`config.mk`:
```
export PLATFORM = sky130hd
export DESIGN_NAME = dcache_lsu
export DESIGN_NICKNAME = d
export VERILOG_FILES = /design/src/rtl/lsu_pkg.sv /design/src/rtl/lsu_load_align.sv /design/src/rtl/dcache_lsu.sv
export SDC_FILE = /design/constraint.sdc
export NUM_CORES = 1
export LEC_CHECK = 0
export ABC_CLOCK_PERIOD_IN_PS = 1800
export BUFFER_PORTS_ARGS = -buffer_cell sky130_fd_sc_hd__buf_2
export CAP_MARGIN = 20
export CORE_AREA = 2 2 155 157
export CTS_CLUSTER_DIAMETER = 40
export DETAILED_ROUTE_END_ITERATION = 10
export DIE_AREA = 0 0 157 159
export GPL_TIMING_DRIVEN = 0
export HOLD_SLACK_MARGIN = 0.03
export PLACE_DENSITY = 0.73
export SLEW_MARGIN = 20
export SYNTH_ARGS = -nofsm -noshare
export SYNTH_HDL_FRONTEND = slang
export SYNTH_SLANG_ARGS = --single-unit
```
`constraint.sdc`:
```
create_clock -name clk -period 1.8 [get_ports clk]
set_clock_uncertainty 0.15 [all_clocks]
set_input_delay 0.36 -clock clk [delete_from_list [all_inputs] [get_ports clk]]
set_output_delay 0.36 -clock clk [all_outputs]
set_load 0.005 [all_outputs]
```
`src/rtl/lsu_pkg.sv`:
```
// Shared types and helpers for the dcache load/store unit.
package lsu_pkg;

    typedef enum logic [1:0] {
        IDLE   = 2'd0,
        ACCESS = 2'd1,
        RESP   = 2'd2
    } lsu_state_e;

    localparam logic [1:0] LSU_SZ_B = 2'd0;
    localparam logic [1:0] LSU_SZ_H = 2'd1;
    localparam logic [1:0] LSU_SZ_W = 2'd2;
    localparam logic [1:0] LSU_SZ_D = 2'd3;

    // Only the low three address bits can break natural alignment of a <=8-byte access.
    function automatic logic is_misaligned(input logic [2:0] addr_lo, input logic [1:0] size);
        logic [2:0] mask;
        mask = 3'((4'd1 << size) - 4'd1);
        return |(addr_lo & mask);
    endfunction

endpackage

```
`src/rtl/lsu_load_align.sv`:
```
// Load data aligner: selects the addressed bytes of a dcache word and sign/zero-extends them.
module lsu_load_align
    import lsu_pkg::*;
#(
    parameter int DATA_WIDTH = 64
) (
    input  logic [DATA_WIDTH-1:0] rdata,
    input  logic [2:0]            offset,
    input  logic [1:0]            size,
    input  logic                  is_signed,
    output logic [DATA_WIDTH-1:0] data
);

    logic [DATA_WIDTH-1:0] shifted;
    logic signed [7:0]     byte_s;
    logic signed [15:0]    half_s;
    logic signed [31:0]    word_s;

    always_comb begin
        shifted = rdata >> {offset, 3'b000};
        byte_s  = shifted[7:0];
        half_s  = shifted[15:0];
        word_s  = shifted[31:0];
        case (size)
            LSU_SZ_B: data = is_signed ? DATA_WIDTH'(byte_s) : DATA_WIDTH'(shifted[7:0]);
            LSU_SZ_H: data = is_signed ? DATA_WIDTH'(half_s) : DATA_WIDTH'(shifted[15:0]);
            LSU_SZ_W: data = is_signed ? DATA_WIDTH'(word_s) : DATA_WIDTH'(shifted[31:0]);
            default:  data = shifted;
        endcase
    end

endmodule

```
`src/rtl/dcache_lsu.sv`:
```
// Load/store front end between the memory stage and the data cache.
// Define LSU_MISALIGN_SPLIT_EN to execute misaligned accesses as byte sequences instead of trapping.
module dcache_lsu
    import lsu_pkg::*;
#(
    parameter int ADDR_WIDTH = 64,
    parameter int DATA_WIDTH = 64
) (
    input  logic                  clk,
    input  logic                  reset,
    input  logic                  req_valid,
    output logic                  req_ready,
    input  logic [ADDR_WIDTH-1:0] req_addr,
    input  logic [DATA_WIDTH-1:0] req_wdata,
    input  logic [1:0]            req_size,
    input  logic                  req_signed,
    input  logic                  req_wr,
    input  logic                  flush,
    input  logic                  virtual_mode,
    output logic                  resp_valid,
    input  logic                  resp_ready,
    output logic [DATA_WIDTH-1:0] resp_data,
    output logic                  resp_misalign,
    output logic [ADDR_WIDTH-1:0] dc_addr,
    output logic [DATA_WIDTH-1:0] dc_wdata,
    output logic [1:0]            dc_wlen,
    output logic                  dc_enable,
    output logic                  dc_wrn,
    output logic                  dc_virtual_mode,
    input  logic [DATA_WIDTH-1:0] dc_rdata,
    input  logic                  dc_valid,
    input  logic                  dc_write_done
);

    lsu_state_e            state_q, state_d;
    logic [1:0]            size_q;
    logic                  signed_q;
    logic                  wr_q;
    logic [DATA_WIDTH-1:0] resp_data_q;
    logic                  resp_mis_q;
    logic [ADDR_WIDTH-1:0] dc_addr_q;
    logic [DATA_WIDTH-1:0] dc_wdata_q;
    logic [1:0]            dc_wlen_q;
    logic                  dc_wrn_q;

    logic                  transfer;
    logic                  req_mis;
    logic                  acc_done;
    logic                  flush_take;
    logic                  last_acc;
    logic [DATA_WIDTH-1:0] align_data;
    logic [1:0]            align_size;
    logic                  align_signed;

    assign transfer = req_valid && (state_q == IDLE);
    assign req_mis  = is_misaligned(req_addr[2:0], req_size);
    assign acc_done = (state_q == ACCESS) && (wr_q ? dc_write_done : dc_valid);

`ifdef LSU_MISALIGN_SPLIT_EN
    logic                  split_q;
    logic [2:0]            cnt_q;
    logic [2:0]            cnt_nxt;
    logic                  last_byte;
    logic [ADDR_WIDTH-1:0] addr_q;
    logic [DATA_WIDTH-1:0] wdata_q;
    logic [DATA_WIDTH-1:0] asm_q;
    logic [DATA_WIDTH-1:0] asm_nxt;
    logic [DATA_WIDTH-1:0] merge_data;

    assign cnt_nxt      = cnt_q + 3'd1;
    assign last_byte    = (cnt_q == 3'((4'd1 << size_q) - 4'd1));
    assign asm_nxt      = asm_q | (DATA_WIDTH'(align_data[7:0]) << {cnt_q, 3'b000});
    assign align_size   = split_q ? LSU_SZ_B : size_q;
    assign align_signed = split_q ? 1'b0 : signed_q;
    assign last_acc     = !split_q || last_byte;
    // A split load may only be abandoned at a byte boundary, never mid-sequence-word.
    assign flush_take   = flush && !wr_q && (!split_q || (acc_done && !last_byte));

    lsu_load_align #(.DATA_WIDTH(DATA_WIDTH)) u_merge (
        .rdata     (asm_nxt),
        .offset    (3'd0),
        .size      (size_q),
        .is_signed (signed_q),
        .data      (merge_data)
    );

    always_ff @(posedge clk) begin
        if (transfer) begin
            addr_q  <= req_addr;
            wdata_q <= req_wdata;
            asm_q   <= '0;
        end else if (acc_done && !flush_take && split_q && !last_byte) begin
            asm_q   <= asm_nxt;
        end
    end
`else
    assign align_size   = size_q;
    assign align_signed = signed_q;
    assign last_acc     = 1'b1;
    assign flush_take   = flush && !wr_q;
`endif

    lsu_load_align #(.DATA_WIDTH(DATA_WIDTH)) u_align (
        .rdata     (dc_rdata),
        .offset    (dc_addr_q[2:0]),
        .size      (align_size),
        .is_signed (align_signed),
        .data      (align_data)
    );

    always_comb begin
        state_d = state_q;
        case (state_q)
            IDLE: begin
                if (transfer) begin
`ifdef LSU_MISALIGN_SPLIT_EN
                    state_d = ACCESS;
`else
                    state_d = req_mis ? RESP : ACCESS;
`endif
                end
            end
            ACCESS: begin
                if (flush_take)
                    state_d = IDLE;
                else if (acc_done && last_acc)
                    state_d = RESP;
            end
            RESP: begin
                if (resp_ready)
                    state_d = IDLE;
            end
            default: state_d = IDLE;
        endcase
    end

    always_ff @(posedge clk) begin
        if (reset) begin
            state_q     <= IDLE;
            size_q      <= LSU_SZ_B;
            signed_q    <= 1'b0;
            wr_q        <= 1'b0;
            resp_data_q <= '0;
            resp_mis_q  <= 1'b0;
            dc_addr_q   <= '0;
            dc_wdata_q  <= '0;
            dc_wlen_q   <= '0;
            dc_wrn_q    <= 1'b0;
`ifdef LSU_MISALIGN_SPLIT_EN
            split_q     <= 1'b0;
            cnt_q       <= '0;
`endif
        end else begin
            state_q <= state_d;
            if (transfer) begin
                size_q      <= req_size;
                signed_q    <= req_signed;
                wr_q        <= req_wr;
                resp_data_q <= '0;
                dc_addr_q   <= req_addr;
                dc_wdata_q  <= req_wdata;
                dc_wlen_q   <= req_size;
                dc_wrn_q    <= req_wr;
`ifdef LSU_MISALIGN_SPLIT_EN
                resp_mis_q  <= 1'b0;
                split_q     <= req_mis;
                cnt_q       <= '0;
                if (req_mis)
                    dc_wlen_q <= LSU_SZ_B;
`else
                resp_mis_q  <= req_mis;
`endif
            end
            if (acc_done && !flush_take) begin
`ifdef LSU_MISALIGN_SPLIT_EN
                if (split_q && !last_byte) begin
                    cnt_q      <= cnt_nxt;
                    dc_addr_q  <= addr_q + ADDR_WIDTH'(cnt_nxt);
                    dc_wdata_q <= wdata_q >> {cnt_nxt, 3'b000};
                end else begin
                    resp_data_q <= wr_q ? '0 : (split_q ? merge_data : align_data);
                end
`else
                resp_data_q <= wr_q ? '0 : align_data;
`endif
            end
        end
    end

    assign req_ready       = (state_q == IDLE);
    assign resp_valid      = (state_q == RESP);
    assign resp_data       = resp_data_q;
    assign resp_misalign   = resp_mis_q;
    assign dc_enable       = (state_q == ACCESS);
    assign dc_addr         = dc_addr_q;
    assign dc_wdata        = dc_wdata_q;
    assign dc_wlen         = dc_wlen_q;
    assign dc_wrn          = dc_wrn_q;
    assign dc_virtual_mode = virtual_mode;

endmodule
```
# --- Yosys cells after proc, flatten, opt, wreduce, memory -nomap -nowiden ---
# Cells that the tools add are included.
classes:
  n_addsub: 1
  eq_ne: 7
  shifts: 2
  muxes: 14
  bitwise: 1
  n_reduce_logical: 11
op_table:
  columns: ["cell", "count"]
  rows:
  - ["64-bit 2-to-1 mux", 6]
  - ["64-bit one-hot mux with 3 select lines", 1]
  - ["64-bit by 6-bit right shift with 64-bit output", 1]
  - ["2-bit 2-to-1 mux", 5]
  - ["2-bit one-hot mux with 3 select lines", 1]
  - ["2-bit by 1-bit == test with 1-bit output (second input constant)", 2]
  - ["2-bit == test (second input constant)", 2]
  - ["1-bit logical AND", 4]
  - ["2-bit logical NOT", 2]
  - ["2-bit by 1-bit inequality test with 1-bit output (second input constant)", 2]
  - ["3-bit AND", 1]
  - ["3-bit by 1-bit inequality test with 1-bit output (second input constant)", 1]
  - ["3-bit AND reduction", 1]
  - ["3-bit OR reduction", 1]
  - ["1-bit by 2-bit left shift with 3-bit output (first input constant)", 1]
  - ["3-bit by 1-bit subtractor with 3-bit output (second input constant)", 1]
  - ["1-bit logical NOT", 2]
  - ["2-bit nonzero test", 1]
  - ["1-bit 2-to-1 mux", 1]
totals:
  ff_bits: 199
  output_inout_bits: 200
  word_cells: 44

# --- Logic depth before layout (Yosys ltp) ---
logic_depth:
  depth_word: 7
  mapped_depth: 9

# --- Cells and area by module ---
# From an unflattened synthesis, not the netlist that was laid out.
unflattened:
  cells_unflattened: 1166
  hier_area_um2: 9733.1
modules_own_cells:
  columns: ["mod", "instances", "cells_per_inst", "area_each_um2", "seq_area_each_um2"]
  rows:
  - ["dcache_lsu", 1, 905, 7460.9, 3983.8]
  - ["lsu_load_align", 1, 261, 2272.2, 0.0]

# --- Worst setup path before layout ---
# No wires, ideal clock.
synth_timing:
  kind: "register -> register"
  from: "register dc_addr_q[1] (netlist: dc_addr[1])"
  to: "register resp_data_q[49] (netlist: resp_data[49])"
  setup_time_ns: 0.117
  arrival_ns: 1.795
  path_slack_ns: -0.263
  stages_incl_launch_ff: 8
  path_cell_list: "dfxtp_1 buf_4 mux2_2 o22a_1 or4b_4 nand4_2 buf_6 a32o_1"
synth_via:
  elab_chain_cells: 5
synth_rtl:
  columns: ["element", "line_no", "source"]
  rows:
  - ["from (decl)", "dcache_lsu.sv:41", "logic [ADDR_WIDTH-1:0] dc_addr_q;"]
  - ["from (signal assigned)", "dcache_lsu.sv:160", "dc_addr_q <= req_addr;"]
  - ["64-bit by 6-bit right shift with 64-bit output (*)", "lsu_load_align.sv:20", "shifted = rdata >> {offset, 3'b000};"]
  - ["64-bit 2-to-1 mux, on equally long branches", "lsu_load_align.sv:27, lsu_load_align.sv:25, lsu_load_align.sv:26", null]
  - ["64-bit one-hot mux with 3 select lines (*)", "lsu_load_align.sv:24", "case (size)"]
  - ["64-bit 2-to-1 mux (*)", "dcache_lsu.sv:184", "resp_data_q <= wr_q ? '0 : align_data;"]
  - ["64-bit 2-to-1 mux (*)", "dcache_lsu.sv:174", "if (acc_done && !flush_take) begin"]
  - ["to (signal assigned)", "dcache_lsu.sv:184", null]
  - ["to (decl)", "dcache_lsu.sv:39", "logic [DATA_WIDTH-1:0] resp_data_q;"]
# Mark *: on every way between the ends. The rest lies on a longest branch, timed or not.
# A chain may end at the register's enable or synchronous reset.

# --- Worst setup path after layout ---
layout_timing:
  from: "register dc_addr_q[1] (netlist: dc_addr[1])"
  to: "register resp_data_q[40] (netlist: resp_data[40])"
# The elaborated chain is that of the path after synthesis.

==> tab_implementation.tex <==
\begin{tabular}{lr}
\hline
Metric & Value \\
\hline
\multicolumn{2}{l}{\textbf{Setup path}} \\
\quad Endpoint arrival time on the critical path & 2.32 ns \\
\quad Reg2Reg Depth & 6 \\
\quad Worst R2R Setup Slack & -0.34 ns \\
\quad Category of the worst setup path capture point & flop \\
\quad Top fanout value on the critical path & 6 \\
\quad Launching element type of the critical path & flop \\
\quad Data required time of the worst path & 1.98 ns \\
\quad Peak per-stage delay on the critical path & 0.41 ns \\
\quad Cells along the critical path & mux2\_4 -> o22a\_1 -> or4b\_4 -> nand4\_4 -> buf\_6 -> a32o\_1 \\
\quad Classification of the worst setup path & reg -> reg \\
\quad Cell type of the slowest stage on the worst timing path & sky130\_fd\_sc\_hd\_\_dfxtp\_4 \\
\multicolumn{2}{l}{\textbf{Floorplan}} \\
\quad Vertical extent of the die & 159 um \\
\quad Area inside the core boundary & 23200 sq um \\
\quad Top Ports & 404 \\
\quad Rows & 56 \\
\quad Die X & 157 um \\
\quad Overall die area & 25000 sq um \\
\quad Initial Utilization & 37.7\% \\
\multicolumn{2}{l}{\textbf{Detailed routing}} \\
\quad First-iteration detailed-routing DRC count & 957 \\
\quad Vias post-DR & 10800 \\
\quad Wirelength per Cell & 20.0 um \\
\quad Count of unresolved DRC violations after routing & 0 \\
\quad Number of vias per cell after detailed routing & 5.43 \\
\quad WL final & 39600 um \\
\quad Total iterations of the first detailed-routing run & 5 \\
\quad Remaining number of nets flagged by the antenna check after routing & 0 \\
\multicolumn{2}{l}{\textbf{Clock tree}} \\
\quad Cts bufs inserted & 17 \\
\quad Clk Tree Root Cell & sky130\_fd\_sc\_hd\_\_clkbuf\_16 \\
\quad TritonCTS clock tree & built \\
\quad Clock input transition at the sequential cells of the worst setup and hold paths & 0.08 ns \\
\quad CTS H-tree lvls & 4 \\
\quad Worst-skew pair later-pin latency & 0.44 ns \\
\quad Maximum clock path buffer count & 2 \\
\quad TritonCTS sink count & 199 \\
\multicolumn{2}{l}{\textbf{Synth}} \\
\quad Ys Warns & 0 \\
\quad Synthesized netlist cell count & 1067 \\
\quad Proportion of synthesized flip-flops having asynchronous set or reset & 0\% \\
\quad Yosys cell types & 49 \\
\quad EDFF count, synth & 0 \\
\quad Nets in the synthesized netlist & 1271 \\
\quad Syn avg cell area & 8.19 sq um \\
\quad Share of the yosys chip area belonging to registers & 45.6\% \\
\quad Flip-flop cell with the highest count after synthesis & sky130\_fd\_sc\_hd\_\_dfxtp\_1 \\
\quad Cell Area, Synth & 8740 sq um \\
\quad Seq cells post-synth & 199 \\
\multicolumn{2}{l}{\textbf{Global routing}} \\
\quad Number of global-route vias before repair & 10800 \\
\quad Aggregate global-route resource usage & 30.6\% \\
\quad Antenna violations before repair & 8 \\
\quad Maximum number of pins on one net before global-route repair & 22 \\
\quad GR Overflow Total & 0 \\
\quad Global-route wire length before repair & 59000 um \\
\multicolumn{2}{l}{\textbf{Timing}} \\
\quad Setup repair after global routing missed its margin & yes \\
\quad Headroom to the max-slew limit & 60.3\% \\
\quad Post-route worst hold slack & 0.0506 ns \\
\quad Final setup violating endpoints & 62 \\
\quad Clock period minus final worst setup slack & 2.14 ns \\
\quad Share of the clock period used by the worst path after layout & 119\% \\
\quad Final hold violations & 0 \\
\quad Least setup slack across all paths after layout & -0.340 ns \\
\quad FMAX & 467 MHz \\
\quad Least-Margin Pin Slew & 0.595 ns \\
\quad Pins Over Slew Limit & 0 \\
\quad Setup TNS Final & -16.22 ns \\
\multicolumn{2}{l}{\textbf{Worst hold path}} \\
\quad Hold crit path type & in -> reg \\
\quad Cells on Worst Hold Path & 3 \\
\multicolumn{2}{l}{\textbf{Job}} \\
\quad Number of maximum-capacitance violations & 0 \\
\multicolumn{2}{l}{\textbf{Pwr}} \\
\quad P per Cell Area & 805 nW/um\^{}2 \\
\quad Leakage power & 6.33 nW \\
\quad Pwr Total & 11.3 mW \\
\quad Largest vdd supply drop & 0.646 mV \\
\multicolumn{2}{l}{\textbf{Cells and area}} \\
\quad Final \#Nets & 1847 \\
\quad Final core utilization & 60.7\% \\
\quad Layout filler cell count & 1959 \\
\quad Highest-count cells in the layout ignoring fill and taps & sky130\_fd\_sc\_hd\_\_buf\_2 (406), sky130\_fd\_sc\_hd\_\_nand2\_1 (303), sky130\_fd\_sc\_hd\_\_dfxtp\_1 (196), sky130\_fd\_sc\_hd\_\_a21oi\_1 (156), sky130\_fd\_sc\_hd\_\_dlygate4sd3\_1 (130) \\
\quad Layout cells sized above 1 & 37.6\% \\
\quad Most common library cell in the layout ignoring fill and taps & sky130\_fd\_sc\_hd\_\_buf\_2 \\
\quad Final cell count without fillers & 1983 \\
\quad Design Area, Final & 14100 sq um \\
\quad Synth-to-layout area growth & 61.0\% \\
\multicolumn{2}{l}{\textbf{Status}} \\
\quad Failing checks & negative setup slack \\
\quad Outcome & finished with violations \\
\multicolumn{2}{l}{\textbf{Placed design}} \\
\quad Total of buffers placed on input and output ports & 401 \\
\quad Pre-CTS setup slack & -0.758 ns \\
\quad Final HPWL DP & 27600 um \\
\quad Final Wtd Congestion & 0.924 \\
\quad Placed Cells incl. Taps & 1787 \\
\quad Standard cell area after detailed placement & 11200 sq um \\
\hline
\end{tabular}
==> area by class of cell <==
| class | instances | area, sq um | share of cell area (%) |
|---|---|---|---|
| multi-input combinational | 767 | 4720 | 33.5 |
| sequential | 199 | 3990 | 28.4 |
| timing repair buffer | 564 | 3690 | 26.2 |
| buffer | 89 | 631 | 4.48 |
| clock buffer | 18 | 429 | 3.05 |
| tap | 319 | 399 | 2.84 |
| clock inverter | 14 | 170 | 1.21 |
| inverter | 5 | 23.8 | 0.169 |
| antenna | 8 | 20.0 | 0.142 |
==> state kept, by name (all words and copies together) (netlist names) <==
register,cells
dc_addr,64
dc_wdata,64
resp_data,64
dc_wlen,2
state_q,2
align_signed,1
dc_wrn,1
resp_misalign,1
==> where the power goes <==
group          total [mW]  leakage (nW)  switching (mW)  internal, mW
sequential           4.77          1.63           0.140          4.63
clock                3.93         0.290            2.04          1.89
combinational        2.64          4.42            1.42          1.22
==> worst max-delay path: cells and delay by family, from the launching register on <==
| kind | cells | cell delay [ns] |
|---|---|---|
| simple gates | 2 | 0.46 |
| flops | 1 | 0.41 |
| compound gates | 2 | 0.45 |
| buf+inv | 1 | 0.21 |
| mux | 1 | 0.33 |
==> cells in the mapped netlist (2+ instances only) <==
cell type | number | share of area, %
sky130_fd_sc_hd__nand2_1 | 306 | 13
sky130_fd_sc_hd__dfxtp_1 | 199 | 46
sky130_fd_sc_hd__a21oi_1 | 161 | 9.2
sky130_fd_sc_hd__clkbuf_1 | 68 | 2.9
sky130_fd_sc_hd__nor2_1 | 61 | 2.6
sky130_fd_sc_hd__mux2i_1 | 55 | 6.3
sky130_fd_sc_hd__o21ai_0 | 26 | 1.5
sky130_fd_sc_hd__a32o_1 | 23 | 2.6
sky130_fd_sc_hd__a221o_1 | 19 | 2.2
sky130_fd_sc_hd__a22o_1 | 14 | 1.4
sky130_fd_sc_hd__buf_2 | 12 | 0.69
sky130_fd_sc_hd__o22ai_1 | 10 | 0.72
sky130_fd_sc_hd__a31oi_1 | 8 | 0.57
sky130_fd_sc_hd__mux4_2 | 8 | 2.1
sky130_fd_sc_hd__nor2b_1 | 8 | 0.57
sky130_fd_sc_hd__nor3_1 | 8 | 0.46
sky130_fd_sc_hd__buf_1 | 7 | 0.30
sky130_fd_sc_hd__mux2_2 | 7 | 0.90
sky130_fd_sc_hd__buf_4 | 6 | 0.52
sky130_fd_sc_hd__a31o_2 | 5 | 0.50
sky130_fd_sc_hd__a221oi_1 | 4 | 0.40
sky130_fd_sc_hd__a311oi_1 | 4 | 0.40
sky130_fd_sc_hd__inv_1 | 4 | 0.17
sky130_fd_sc_hd__a211o_1 | 3 | 0.30
sky130_fd_sc_hd__and2_1 | 3 | 0.21
sky130_fd_sc_hd__buf_6 | 3 | 0.39
sky130_fd_sc_hd__nand2b_1 | 3 | 0.21
sky130_fd_sc_hd__nand3_1 | 3 | 0.17
sky130_fd_sc_hd__o2bb2ai_1 | 3 | 0.30
sky130_fd_sc_hd__a21o_1 | 2 | 0.17
sky130_fd_sc_hd__a22oi_1 | 2 | 0.17
sky130_fd_sc_hd__a2bb2oi_1 | 2 | 0.20
sky130_fd_sc_hd__nand3b_1 | 2 | 0.17
sky130_fd_sc_hd__nand4_1 | 2 | 0.14
sky130_fd_sc_hd__or2_1 | 2 | 0.14
==> metal layers <==
| metal | share of wire, % | vias to the layer above | global-route usage, % | wire [um] |
|---|---|---|---|---|
| met3 | 9.5 | 168 | 8.27 | 3760 |
| met5 | 0 | - | 0 | 0 |
| li1 | - | 4884 | - | - |
| met2 | 48 | 692 | 52.1 | 19100 |
| met1 | 36 | 5020 | 33.9 | 14400 |
| met4 | 6.0 | 0 | 18.4 | 2400 |
==> cell families (layout without fill, tap and decap cells) <==
| group | Yosys count | after routing | synth area share, % |
|---|---|---|---|
| mux | 72 | 72 | 9.69 |
| simple gates | 404 | 404 | 18.5 |
| buf+inv | 101 | 690 | 5.02 |
| other cells | 0 | 8 | 0 |
| flops | 199 | 199 | 45.6 |
| compound gates | 291 | 291 | 21.2 |
==> worst paths after layout <==
| kind | from | endpoint |
|---|---|---|
| worst max-delay path | dc_addr[1]$_SDFFE_PP0P_ | resp_data[40]$_SDFFE_PP0P_ |
| worst min-delay path | req_addr[51] | dc_addr[51]$_SDFFE_PP0P_ |
| worst min register to register | dc_addr[46]$_SDFFE_PP0P_ | dc_addr[46]$_SDFFE_PP0P_ |
| worst max register to register | dc_addr[1]$_SDFFE_PP0P_ | resp_data[40]$_SDFFE_PP0P_ |
==> what timing repair did <==
action | 4_1_cts | 5_1_grt
hold buffers | 130 | 0
setup buffers | 20 | 8
pin swaps | 20 | 19
gates cloned | 4 | 2
resized for setup | 135 | 96
hold endpoints to repair | 130 | 0
setup endpoints to repair | 198 | 189
Power figures use the tool's default switching activity.
